==> src/rtl/pg_box_anim.sv <==
// Animated rectangle pattern generator: static, bounce, scroll-with-wrap or blink,
// position updated once per frame, registered colour outputs.
module pg_box_anim #(
    parameter int H_ACTIVE     = 640,
    parameter int V_ACTIVE     = 480,
    parameter int BOX_W        = 100,
    parameter int BOX_H        = 100,
    parameter int X0           = 270,
    parameter int Y0           = 120,
    parameter int STEP         = 2,
    parameter int BLINK_FRAMES = 30,
    parameter int COLOR_W      = 8
) (
    input  logic               clk,
    input  logic               rst_n,
    input  logic [9:0]         hPixel,
    input  logic [9:0]         vLine,
    input  logic               frameStart,
    input  logic [1:0]         mode,
    input  logic [2:0]         SW,
    output logic [COLOR_W-1:0] RED,
    output logic [COLOR_W-1:0] GRN,
    output logic [COLOR_W-1:0] BLU,
    output logic [9:0]         boxX,
    output logic [9:0]         boxY
);

    typedef enum logic [1:0] {
        M_STATIC = 2'b00,
        M_BOUNCE = 2'b01,
        M_SCROLL = 2'b10,
        M_BLINK  = 2'b11
    } mode_t;

    localparam logic [10:0] HA   = 11'(H_ACTIVE);
    localparam logic [10:0] VA   = 11'(V_ACTIVE);
    localparam logic [10:0] BW   = 11'(BOX_W);
    localparam logic [10:0] BH   = 11'(BOX_H);
    localparam logic [10:0] ST   = 11'(STEP);
    localparam logic [10:0] XMAX = 11'(H_ACTIVE - BOX_W);
    localparam logic [10:0] YMAX = 11'(V_ACTIVE - BOX_H);
    localparam logic [9:0]  RX   = 10'(X0);
    localparam logic [9:0]  RY   = 10'(Y0);
    localparam logic [15:0] BLAST = 16'(BLINK_FRAMES - 1);

    mode_t       curMode;
    logic        dirX;
    logic        dirY;
    logic [15:0] blinkCnt;
    logic        visible;

    logic [10:0] x11, y11, h11, v11;
    logic [10:0] xStep, yStep, xEnd, yEnd;
    logic [10:0] nx, ny;
    logic        ndx, ndy;
    logic        inX, inY, active, hit;

    assign x11   = {1'b0, boxX};
    assign y11   = {1'b0, boxY};
    assign h11   = {1'b0, hPixel};
    assign v11   = {1'b0, vLine};
    assign xStep = x11 + ST;
    assign yStep = y11 + ST;
    assign xEnd  = x11 + BW;
    assign yEnd  = y11 + BH;

    // Next position for the mode being sampled this frameStart
    always_comb begin
        nx  = x11;
        ny  = y11;
        ndx = dirX;
        ndy = dirY;
        unique case (mode_t'(mode))
            M_STATIC: begin
                nx = {1'b0, RX};
                ny = {1'b0, RY};
            end
            M_BOUNCE: begin
                if (dirX) begin
                    if (x11 < ST) begin
                        nx  = '0;
                        ndx = 1'b0;
                    end else begin
                        nx = x11 - ST;
                    end
                end else if (xStep > XMAX) begin
                    nx  = XMAX;
                    ndx = 1'b1;
                end else begin
                    nx = xStep;
                end
                if (dirY) begin
                    if (y11 < ST) begin
                        ny  = '0;
                        ndy = 1'b0;
                    end else begin
                        ny = y11 - ST;
                    end
                end else if (yStep > YMAX) begin
                    ny  = YMAX;
                    ndy = 1'b1;
                end else begin
                    ny = yStep;
                end
            end
            M_SCROLL: begin
                if (xStep >= HA) nx = xStep - HA;
                else             nx = xStep;
            end
            M_BLINK: ;
        endcase
    end

    always_ff @(posedge clk or negedge rst_n) begin
        if (!rst_n) begin
            curMode  <= M_STATIC;
            boxX     <= RX;
            boxY     <= RY;
            dirX     <= 1'b0;
            dirY     <= 1'b0;
            blinkCnt <= '0;
            visible  <= 1'b1;
        end else if (frameStart) begin
            curMode <= mode_t'(mode);
            boxX    <= nx[9:0];
            boxY    <= ny[9:0];
            dirX    <= ndx;
            dirY    <= ndy;
            if (mode_t'(mode) == M_BLINK) begin
                if (blinkCnt == BLAST) begin
                    blinkCnt <= '0;
                    visible  <= ~visible;
                end else begin
                    blinkCnt <= blinkCnt + 16'd1;
                end
            end else begin
                blinkCnt <= '0;
                visible  <= 1'b1;
            end
        end
    end

    // Scroll mode lets the right part of the box wrap to column 0
    always_comb begin
        inX = (h11 >= x11) && (h11 < xEnd);
        if (curMode == M_SCROLL && xEnd > HA && h11 < xEnd - HA)
            inX = 1'b1;
    end

    assign inY    = (v11 >= y11) && (v11 < yEnd);
    assign active = (h11 < HA) && (v11 < VA);
    assign hit    = inX & inY & active & visible;

    always_ff @(posedge clk or negedge rst_n) begin
        if (!rst_n) begin
            RED <= '0;
            GRN <= '0;
            BLU <= '0;
        end else begin
            RED <= {COLOR_W{hit & SW[2]}};
            GRN <= {COLOR_W{hit & SW[1]}};
            BLU <= {COLOR_W{hit & SW[0]}};
        end
    end

endmodule
==> config.mk <==
export PLATFORM = sky130hd
export DESIGN_NAME = pg_box_anim
export DESIGN_NICKNAME = d
export VERILOG_FILES = /design/src/rtl/pg_box_anim.sv
export SDC_FILE = /design/constraint.sdc
export NUM_CORES = 1
export LEC_CHECK = 0
export ABC_AREA = 1
export CAP_MARGIN = 20
export CORE_MARGIN = 4
export CORE_UTILIZATION = 60
export DETAILED_ROUTE_END_ITERATION = 10
export GPL_TIMING_DRIVEN = 0
export PLACE_DENSITY = 0.84
export REMOVE_ABC_BUFFERS = 1
export SLEW_MARGIN = 20
export SYNTH_ARGS = -nofsm -noshare
export SYNTH_HDL_FRONTEND = slang
export SYNTH_SLANG_ARGS = --single-unit
==> constraint.sdc <==
create_clock -name clk -period 4.7 [get_ports clk]
set_clock_uncertainty 0.2 [all_clocks]
set_input_delay 0.94 -clock clk [delete_from_list [all_inputs] [get_ports clk]]
set_output_delay 0.94 -clock clk [all_outputs]
set_load 0.01 [all_outputs]
==> impl_metrics.ini, run 1 <==
[yosys]
netlist_instances = 692
yosysSeqAreaShare = 0.229
ys_warn_count = 0
synthFlopType = dfrtp_1
ys_seq_elements = 42
syn_area_per_cell_sq_um = 6.69
netlist_area_sq_um = 4630
async_reset_ff_frac = 1.00
synth.distinct_cells = 49
synth_enable_flop_cells = 0

[clock_tree]
clk_latency_ns = 0.30
cts_buffers = 5
clockBufferDepth = 2
post_cts_resized = 0
path_clk_slew_ns = 0.08
root_buffer = clkbuf_8
cts_tree = done
cts_hold_buf = 0
h-tree-depth = 2
post_cts_buffers = 0
cts.sinks = 42

[detailed_routing]
dr_total_vias = 4489
route.detailed.wl_per_inst_um = 13.6
totalWireLength_um = 11300
via_per_inst = 5.38
first_pass_iters = 5
drtIter0Drc = 273
drc = 0
drtAntennaViolNets = 0

[critical_path]
crit_arrival_ns = 2.95
worstPathMaxFanout = 13
cpMostUsedCell = inv_1
cp-end-kind = flip-flop
path_cells = clkdlybuf4s50_1 > inv_1 > nor2_1 > inv_1 > o21ai_0 > a21oi_1
cp-start-kind = primary input
critPathSlowestCell = clkdlybuf4s50_1
path_class = in2reg
cp_slowest_stage_delay_ns = 0.73
required_ns = 4.70

[sta]
maxSlewViolCount = 0
fmax_ghz = 0.339
min_period_over_period = 0.628
tightest_slew_ns = 0.781
final_hold_viol_count = 0
finalSetupTns_ns = 0
rsz0062_at_grt = no
relSlewSlack = 0.477
min_period_ns = 2.95
postLayoutSetupSlackWorst_ns = 1.75
final-setup-viol-count = 0

[die]
dieWidth_um = 95.9
io_pins = 72
start_util = 0.629
core_sq_um = 7370
die-area_sq_um = 9190
rows = 31
fp.dieH_um = 95.9

[final_layout]
drive_gt1_frac = 0.0802
nets = 818
syn2layout_area_growth_pct = 14.4
num_antenna_cells = 0

[grt]
globalRouteTotalUtil = 0.255
grt_max_degree = 32
grt_pass1_vias = 4187
grt_overflow_total = 0
antenna_found_initial = 0
grt_first_pass_wirelength_um = 18900

[power]
p_leak_nw = 2.62
power.density_nw_per_um2 = 327
irDropWorstVdd_mv = 0.201

[placed_design]
globalplace.congestion = 0.930
io_buffers = 67
dp_slack_ns = 1.43
dp_hpwl_um = 9190

[job]
cap_violations = 0

[min_path]
hold_path_class = reg2reg

[outcome]
status = finished, final reports clean
-- per-stage QoR --
step	instances	util	hold WS (ns)	instance area, sq um	total power [mW]
after floorplan	660	-	0.254	4400	1.17
after global placement	826	0.705	0.273	5200	1.46
after detailed placement	827	0.707	0.291	5210	1.49
after CTS	835	0.719	0.312	5300	1.73
after global routing	835	0.719	0.334	5300	1.90
final	835	0.719	0.315	5300	1.73
-- registers in the layout, summed over array words and instances (netlist names) --
register and flops:
RED 1, boxX 9, visible 1, blinkCnt 16
dirY 1, BLU 1, GRN 1, curMode 2
boxY 9, dirX 1
-- cells in the final DEF (no fill, tap or decap), drive strengths merged, types with 9 or more instances in the layout --
master and count:
a21oi 38, clkdlybuf4s50 66, dfrtp 33, dfstp 9, ha 55, inv 89, nand2 201, nand3 41
nand4 12, nor2 83, nor3 11, o21ai 35, xor2 11
-- power by group --
part	total [mW]	internal, mW	switching [mW]
clock	0.236	0.105	0.131
sequential	0.544	0.430	0.114
combinational	0.954	0.385	0.568
-- kinds of logic after synthesis --
kind of cell,count (synthesis),share of synthesized area
AOI/OAI and AO/OA,101,0.130
DFF,42,0.229
and+or+nand+nor,354,0.339
other,1,0.000810
muxes,1,0.00216
adders and majority gates,55,0.149
buffers and inverters,125,0.126
xor gates and xnor gates,13,0.0246
-- synthesized netlist by cell type, drive strengths merged (3+ instances only) --
library cell | n | area, sq um
nand4 | 12 | 81.3
nor3b | 3 | 22.5
nand2 | 201 | 800
a21oi | 38 | 194
inv | 89 | 337
o211ai | 5 | 37.5
a31oi | 4 | 25.0
ha | 55 | 688
a22oi | 6 | 50.1
buf | 30 | 221
dfstp | 9 | 236
o21ai | 35 | 194
clkbuf | 3 | 12.5
clkinv | 3 | 11.3
xor2 | 11 | 96.3
nor3 | 11 | 60.1
nor2 | 83 | 339
nand3 | 41 | 248
dfrtp | 33 | 826
o22ai | 3 | 18.8
-- final cells by class --
class                           instances  area [sq um]
Clock inverter                          2          13.8
Tap cell                               99           124
Inverter                               92           348
Clock buffer                            6          72.6
Sequential cell                        42          1060
Multi-Input combinational cell        526          2990
Fill cell                             628          2070
Timing Repair Buffer                   68           686
-- path summary, 6_finish.rpt --
check	from	to	slack, ns	cells after the start
worst min register to register	curMode[0]	curMode[0]	0.31	2
worst min-delay path	curMode[0]	curMode[0]	0.31	2
max in group asynchronous	rst_n	boxX[8]	3.46	2
worst max-delay path	frameStart	blinkCnt[10]	1.75	6
min in group asynchronous	rst_n	boxY[7]	0.32	1
worst max register to register	boxX[2]	GRN[0]	1.83	18
-- per-layer routing --
layer,GRT usage,up-vias,share of wire
li1,-,2310,-
met1,0.351,2011,0.46
met2,0.415,151,0.46
met3,0.0516,17,0.068
met4,0.0557,0,0.012
met5,0,-,0
-- critical path, delay by kind of cell --
family | cells | cell delay, ns
buf+inv | 3 | 1.16
compound gates | 2 | 0.19
simple gates | 1 | 0.65
No activity file was read; power rests on OpenSTA's default activity.
==> run 2, diff against run 1 <==
--- a/config.mk
+++ b/config.mk
@@ -8,10 +8,10 @@
 export ABC_AREA = 1
 export CAP_MARGIN = 20
 export CORE_MARGIN = 4
-export CORE_UTILIZATION = 60
+export CORE_UTILIZATION = 50
 export DETAILED_ROUTE_END_ITERATION = 10
 export GPL_TIMING_DRIVEN = 0
-export PLACE_DENSITY = 0.84
+export PLACE_DENSITY = 0.74
 export REMOVE_ABC_BUFFERS = 1
 export SLEW_MARGIN = 20
 export SYNTH_ARGS = -nofsm -noshare
==> constraint.sdc (replaced) <==
create_clock -name clk -period 2.6 [get_ports clk]
set_clock_uncertainty 0.2 [all_clocks]
set_input_delay 0.52 -clock clk [delete_from_list [all_inputs] [get_ports clk]]
set_output_delay 0.52 -clock clk [all_outputs]
set_load 0.01 [all_outputs]
==> run 2 against run 1 <==
Net effect:
- the flow now finishes with violations (negative setup slack)
- critical path depth rose by 11
- routed wire length grew 3.7%
- clock power up 84%
- first-iteration DRC count grew 15%
- worst setup slack lost 1.9 ns
- cell area is 6.1% higher
==> impl_metrics.ini, run 2 (same netlist as run 1, synthesis figures left out) <==
[clock_tree]
clk_latency_ns = 0.31
cts_tree = done
h-tree-depth = 2
clockBufferDepth = 2
path_clk_slew_ns = 0.09
cts_buffers = 5
root_buffer = clkbuf_8
cts.sinks = 42

[final_layout]
fin_cells = 865
largest_register = blinkCnt
syn2layout_area_growth_pct = 21.4
final_common_cell = nand2_1
drive_gt1_frac = 0.141
nets = 839
reg_top3 = blinkCnt x16, boxX x9, boxY x9
layout_common_cells = nand2_1 (182), inv_1 (79), nor2_1 (68), clkdlybuf4s50_1 (65), ha_1 (52)
num_antenna_cells = 0
largest_reg_flops = 16

[detailed_routing]
drc = 0
drtAntennaViolNets = 0
totalWireLength_um = 11700
first_pass_iters = 5
dr_total_vias = 4728
route.detailed.wl_per_inst_um = 13.6
via_per_inst = 5.47
drtIter0Drc = 315

[sta]
worst_hold_slack_ns = 0.310
tightest_slew_ns = 0.555
maxSlewViolCount = 0
rsz0062_at_grt = yes
relSlewSlack = 0.628
min_period_ns = 2.72
finalSetupTns_ns = -0.336
postLayoutSetupSlackWorst_ns = -0.122
min_period_over_period = 1.05
final_hold_viol_count = 0
fmax_ghz = 0.367
final-setup-viol-count = 4

[critical_path]
cpMostUsedCell = nand2_1
critPathSlowestCell = dfstp_2
worstPathMaxFanout = 5
path_cells = buf_6 > clkinvlp_4 > o21ai_4 > buf_6 > o21ai_4 > buf_4 > buf_4 > nand3_1 > nand2_1 > ha_1 > nand2_1 > nand2_1 > o21ai_1 > nand2_1 > nand2_1 > nand2_2 > nor2_2
cp-start-kind = flip-flop
cp_slowest_stage_delay_ns = 0.60
crit_arrival_ns = 2.77
cp-end-kind = flip-flop
path_class = reg2reg
required_ns = 2.64

[die]
start_util = 0.523
die-area_sq_um = 10900
core_sq_um = 8850
fp.dieH_um = 104
dieWidth_um = 104
rows = 34
io_pins = 72

[grt]
grt_overflow_total = 0
grt_max_degree = 31
grt_pass1_vias = 4455
antenna_found_initial = 0
globalRouteTotalUtil = 0.211
grt_first_pass_wirelength_um = 19600

[job]
cap_violations = 0

[power]
p_leak_nw = 2.74
p_total_mw = 3.29
irDropWorstVdd_mv = 0.302
power.density_nw_per_um2 = 586

[outcome]
status = complete, but fails checks
violations = negative setup slack

[min_path]
hold_path_class = reg2reg

[placed_design]
dp_cells = 836
io_buffers = 67
dp_hpwl_um = 9000
globalplace.congestion = 0.933
-- run 2: cell count changes in the layout (fill, tap and decap cells not counted), moves of 5 or more --
cell     change
nor2_2       +7
nor2_1       -8
nand2_1      -7
buf_4       +17
nand2_2      +5
-- run 2: worst paths after layout --
check                                start     endpoint  slack [ns]  cells after the start
worst min register to register  curMode[0]   curMode[0]        0.31                      2
worst min-delay path            curMode[0]   curMode[0]        0.31                      2
worst max-delay path               boxX[2]       GRN[0]       -0.12                     17
max in group asynchronous            rst_n      boxY[3]        1.25                      3
worst max register to register     boxX[2]       GRN[0]       -0.12                     17
min in group asynchronous            rst_n  blinkCnt[0]        0.42                      2
-- run 2: critical path: cells and delay by family, from the launching register on --
kind                     cells  cell delay (ns)
AO/OA/AOI/OAI                3             0.35
adder cells (fa/ha/maj)      1             0.27
buffers and inverters        5             0.67
flip-flops                   1             0.60
AND/OR/NAND/NOR              8             0.56
-- run 2: area by class of cell --
cell class	count	area, sq um
Tap cell	108	135
Inverter	92	352
Clock buffer	5	68.8
Clock inverter	3	18.8
Timing Repair Buffer	89	860
Fill cell	804	3230
Multi-Input combinational cell	526	3120
Sequential cell	42	1060
-- run 2: metrics by stage --
| step | util | setup slack, ns | instance area (sq um) |
|---|---|---|---|
| detailed placement | 0.590 | -0.327 | 5220 |
| global route | 0.635 | -0.328 | 5620 |
| global placement | 0.589 | -0.268 | 5210 |
| CTS | 0.619 | -0.0744 | 5480 |
| floorplan | - | 0.103 | 4400 |
| finish | 0.635 | -0.122 | 5620 |
-- run 2: power by group --
group / switching [mW] / leakage [nW] / internal [mW]
Clock: 0.246 / 0.0483 / 0.189
Combinational: 1.09 / 2.16 / 0.800
Sequential: 0.189 / 0.538 / 0.778
Total: 1.53 / 2.74 / 1.77
-- run 2: metal layers --
layer | share of wire | GRT usage
met5 | 0 | 0
met2 | 0.46 | 0.351
met4 | 0.017 | 0.0665
met1 | 0.45 | 0.275
met3 | 0.072 | 0.0441
-- run 2: what timing repair did --
action	4_1_cts	5_1_grt
gates cloned	0	0
endpoints found under the hold margin	8	0
hold buffers	1	0
setup endpoints to repair	13	18
buffers inserted	11	9
pin swaps	3	13
gates resized for setup	14	24
